$ cat src/rtl/jtdd_pcm_interp.sv
// Linear-interpolating upsampler: ramps from the present output level to each new
// ADPCM sample over 2^STEPS_LOG2 output ticks, then holds; 16-bit saturated output.
module jtdd_pcm_interp #(
    parameter int unsigned W_IN       = 13,
    parameter int unsigned STEPS_LOG2 = 3,
    parameter int unsigned SHIFT      = 3
) (
    input  logic            clk,
    input  logic            rst,
    input  logic            cen,
    input  logic            sample_in,
    input  logic [W_IN-1:0] din,
    output logic [15:0]     dout,
    output logic            sample_out
);

    localparam int unsigned KW = STEPS_LOG2 + 1;
    // delta (W_IN+1 signed) times k (KW bits, zero-extended to signed)
    localparam int unsigned PW = W_IN + KW + 2;
    localparam int unsigned SW = (W_IN + SHIFT + 1 > 17) ? W_IN + SHIFT + 1 : 17;

    localparam logic [KW-1:0]        N     = KW'(1 << STEPS_LOG2);
    localparam logic signed [SW-1:0] S_MAX = SW'(32767);
    localparam logic signed [SW-1:0] S_MIN = SW'(-32768);

    logic signed [W_IN-1:0] a;
    logic signed [W_IN-1:0] b;
    logic [KW-1:0]          k;

    logic signed [W_IN:0]   delta;
    logic signed [PW-1:0]   prod;
    logic signed [W_IN-1:0] interp;
    logic signed [SW-1:0]   shifted;
    logic [15:0]            dout_nxt;

    // Interpolation and saturation; interp always lies between a and b.
    always_comb begin
        delta    = {b[W_IN-1], b} - {a[W_IN-1], a};
        prod     = PW'(delta) * $signed(PW'({1'b0, k}));
        interp   = W_IN'(PW'(a) + (prod >>> STEPS_LOG2));
        shifted  = SW'(interp) <<< SHIFT;
        dout_nxt = 16'(shifted);
        if (shifted > S_MAX) begin
            dout_nxt = 16'h7FFF;
        end else if (shifted < S_MIN) begin
            dout_nxt = 16'h8000;
        end
    end

    // A new sample restarts the ramp from the present level and wins over the k step.
    always_ff @(posedge clk) begin
        if (rst) begin
            a          <= '0;
            b          <= '0;
            k          <= N;
            dout       <= '0;
            sample_out <= 1'b0;
        end else begin
            sample_out <= cen;
            if (cen) begin
                dout <= dout_nxt;
            end
            if (sample_in) begin
                a <= interp;
                b <= $signed(din);
                k <= '0;
            end else if (cen && k != N) begin
                k <= k + KW'(1);
            end
        end
    end

endmodule

$ cat config.mk
export PLATFORM = sky130hd
export DESIGN_NAME = jtdd_pcm_interp
export DESIGN_NICKNAME = d
export VERILOG_FILES = /design/src/rtl/jtdd_pcm_interp.sv
export SDC_FILE = /design/constraint.sdc
export NUM_CORES = 1
export LEC_CHECK = 0
export CAP_MARGIN = 15
export CELL_PAD_IN_SITES_DETAIL_PLACEMENT = 1
export CELL_PAD_IN_SITES_GLOBAL_PLACEMENT = 1
export CORE_UTILIZATION = 30
export DETAILED_ROUTE_END_ITERATION = 10
export PLACE_DENSITY_LB_ADDON = 0.1
export SKIP_LAST_GASP = 1
export SYNTH_ARGS = -nofsm -noshare
export SYNTH_HDL_FRONTEND = slang
export SYNTH_SLANG_ARGS = --single-unit
$ cat constraint.sdc
create_clock -name clk -period 9 [get_ports clk]
set_clock_uncertainty 0.2 [all_clocks]
set_input_delay 1.35 -clock clk [delete_from_list [all_inputs] [get_ports clk]]
set_output_delay 1.35 -clock clk [all_outputs]
set_load 0.005 [all_outputs]
==> impl_metrics.csv <==
group,metric,value,unit
clock_network,cts.sinks,44,
global_route,grtUsageTotal,15.6,%
cells_and_area,diodes,0,
critical_path,worstSetupStartpointType,"flop",
floorplanning,coreArea,14700,um2
synth,ys_seq_area_share,19.2,%
drt,dr_wl_met2,4960,um
placement,port_buffers,30,
global_route,gr-total-overflow,0,
floorplanning,rows,44,
drt,vias,3579,
clock_network,ctsResizeCount,0,
synth,yosysUniqueCellTypes,52,
power_and_ir_drop,power_density,258,nW/um2
timing,period_share,77.8,%
clock_network,cts_made_buffers,5,
timing,setup_viol,0,
clock_network,tritoncts,"done",
critical_path,cp.required,9.01,ns
global_route,grt_antenna_before_repair,0,
synth,synth_top_area_share,19.2,%
synth,yosys_register_bits,44,
critical_path,critPathKind,"reg2reg",
timing,finalMaxSlewViolations,0,
power_and_ir_drop,ir_worst_vdd,0.116,mV
critical_path,critical-path-max-stage-delay,0.55,ns
timing,tns,0,ns
floorplanning,die_area,15800,um2
synth,synth.area.top_cells,"dfxtp_1 (19%), ha_1 (15%), fa_1 (11%)",
critical_path,path_delay_family,"adder cells",
critical_path,crit_fanout,5,
critical_path,critPathMostFrequentCell,"ha_1",
power_and_ir_drop,finalPower,1.34,mW
clock_network,cts_setup_buffers,0,
drt,met3_length,205,um
global_route,grt_pass1_vias,3722,
min_path,hp-class,"reg2reg",
synth,synth-edff-count,0,
drt,vias_per_cell,4.81,
drt,drt_wl_total,11200,um
drt,route.top_layer_used,"met4",
timing,hold_violations,0,
floorplanning,die_h,126,um
clock_network,clk_latency,0.29,ns
clock_network,cts_root_buf,"clkbuf_16",
floorplanning,design.portCount,34,
synth,postSynthAreaPerCell,8.50,um2
synth,ys.flop_type,"dfxtp_1",
synth,syn_inst,539,
drt,ant_nets,0,
clock_network,path_clk_slew,0.07,ns
placement,gp_congestion,0.756,
floorplanning,initial_utilization,31.2,%
cells_and_area,nNetsFinal,657,
drt,drtIter0Drc,101,
cells_and_area,area_delta_synth_final,12.9,%
placement,hpwl,9180,um
global_route,grt_pass1_wl,19300,um
clock_network,cts.path.max_buffers,2,
run,drv_cap,0,
cells_and_area,drive_gt1_share,4.46,%
timing,tightest_slew,0.926,ns
power_and_ir_drop,p_leak,2.46,nW
timing,fin_crit,7.00,ns
critical_path,crit_path_end_kind,"flop",
critical_path,worst-path-buf-inv,3,
drt,dr.pass1.iters,4,
floorplanning,die_w,126,um
synth,async_reset_ff_share,0,%
timing,fmax,143,MHz
critical_path,crit_path_top_delay_cell,"fa_1",
synth,netlist_area,4580,um2
drt,wl_per_cell,15.1,um
global_route,grt_max_degree,50,
synth,ys_warn_count,0,
drt,drc,0,
outcome,status,"completed",
drt,wl_met1,5950,um
clock_network,htreeDepth,2,
timing,maxSlewHeadroom,38.3,%
synth,synth_top_area_cell,"dfxtp_1",
critical_path,critical_path_arrival,7.01,ns
timing,rsz0062_at_grt,"false",
clock_network,ctsHoldBuffers,0,
==> synthesized netlist by cell type, drive strengths merged, types with 7 or more instances <==
| cell | n |
|---|---|
| a21o | 9 |
| a21oi | 17 |
| and2 | 34 |
| clkbuf | 16 |
| dfxtp | 44 |
| fa | 26 |
| ha | 55 |
| inv | 76 |
| mux2i | 34 |
| nand2 | 28 |
| nand2b | 7 |
| nor2 | 57 |
| nor2b | 7 |
| nor3 | 11 |
| o21a | 7 |
| o21ai | 15 |
| xnor2 | 24 |
| xor2 | 12 |
==> final timing paths <==
check | start | to | slack (ns) | cells past startpoint
max | a[1]$_SDFFE_PP0P_ | dout[15]$_SDFFE_PP0P_ | 2.00 | 28
min reg2reg | dout[5]$_SDFFE_PP0P_ | dout[5]$_SDFFE_PP0P_ | 0.29 | 2
max reg2reg | a[1]$_SDFFE_PP0P_ | dout[15]$_SDFFE_PP0P_ | 2.00 | 28
min | dout[5]$_SDFFE_PP0P_ | dout[5]$_SDFFE_PP0P_ | 0.29 | 2
==> area by class of cell <==
class,instances,area (um2)
timing repair buffer,31,298
inverter,76,285
clock buffer,6,129
multi-input combinational,401,3330
tap,184,230
sequential,44,881
clock inverter,2,16.3
fill,1723,9530
==> where the power goes <==
group | switching, mW | leakage, nW | internal (mW)
Combinational | 0.507 | 2.03 | 0.378
Clock | 0.0835 | 0.0671 | 0.104
Sequential | 0.0297 | 0.362 | 0.235
==> sequential cells by signal, summed over array words and instances (netlist names) <==
signal,flops
a,13
b,13
dout,13
k,4
sample_out,1
==> layer usage <==
metal	GRT usage (%)	vias up
li1	-	1832
met1	22.8	1713
met2	23.7	28
met3	2.14	6
met4	4.02	0
met5	0	-
==> metrics by stage <==
step / cells / util [%] / hold slack (ns) / setup slack [ns] / area, um2
after global routing: 744 / 35.2 / 0.331 / 1.46 / 5170
after floorplan: 541 / - / 0.260 / 2.60 / 4590
after CTS: 744 / 35.2 / 0.297 / 1.93 / 5170
after global placement: 736 / 34.2 / 0.274 / 2.19 / 5030
final: 744 / 35.2 / 0.293 / 2.00 / 5170
after detailed placement: 736 / 34.2 / 0.287 / 1.96 / 5030
==> logic make-up (layout without fill, tap and decap cells) <==
| family | after synthesis | in the layout | synth area share, % |
|---|---|---|---|
| buffers and inverters | 96 | 115 | 8.19 |
| flip-flops | 44 | 44 | 19.2 |
| adder cells (fa/ha/maj) | 81 | 81 | 26.4 |
| AO/OA/AOI/OAI | 78 | 78 | 12.8 |
| XOR/XNOR | 37 | 37 | 7.37 |
| multiplexers | 34 | 34 | 7.43 |
| AND/OR/NAND/NOR | 168 | 168 | 18.5 |
| other | 1 | 3 | 0.0819 |
==> tightest hold or removal path: stages, from the launching register on <==
cell and delay [ns]:
dfxtp_1 0.31, nor2_1 0.08, a211oi_1 0.05
==> cells in the final DEF (no fill, tap or decap), types with 7 or more instances in the layout <==
cell type / n
dfxtp_1: 44
ha_1: 55
nor2_1: 57
o21ai_0: 14
o21a_1: 7
xor2_1: 12
a21oi_1: 16
nor2b_1: 7
xnor2_1: 24
nand2_1: 28
nand2b_1: 7
mux2i_1: 34
clkdlybuf4s50_1: 28
a21o_1: 8
nor3_1: 11
fa_1: 26
inv_1: 74
and2_1: 34
Note: power is estimated with default switching activity, not from simulation.
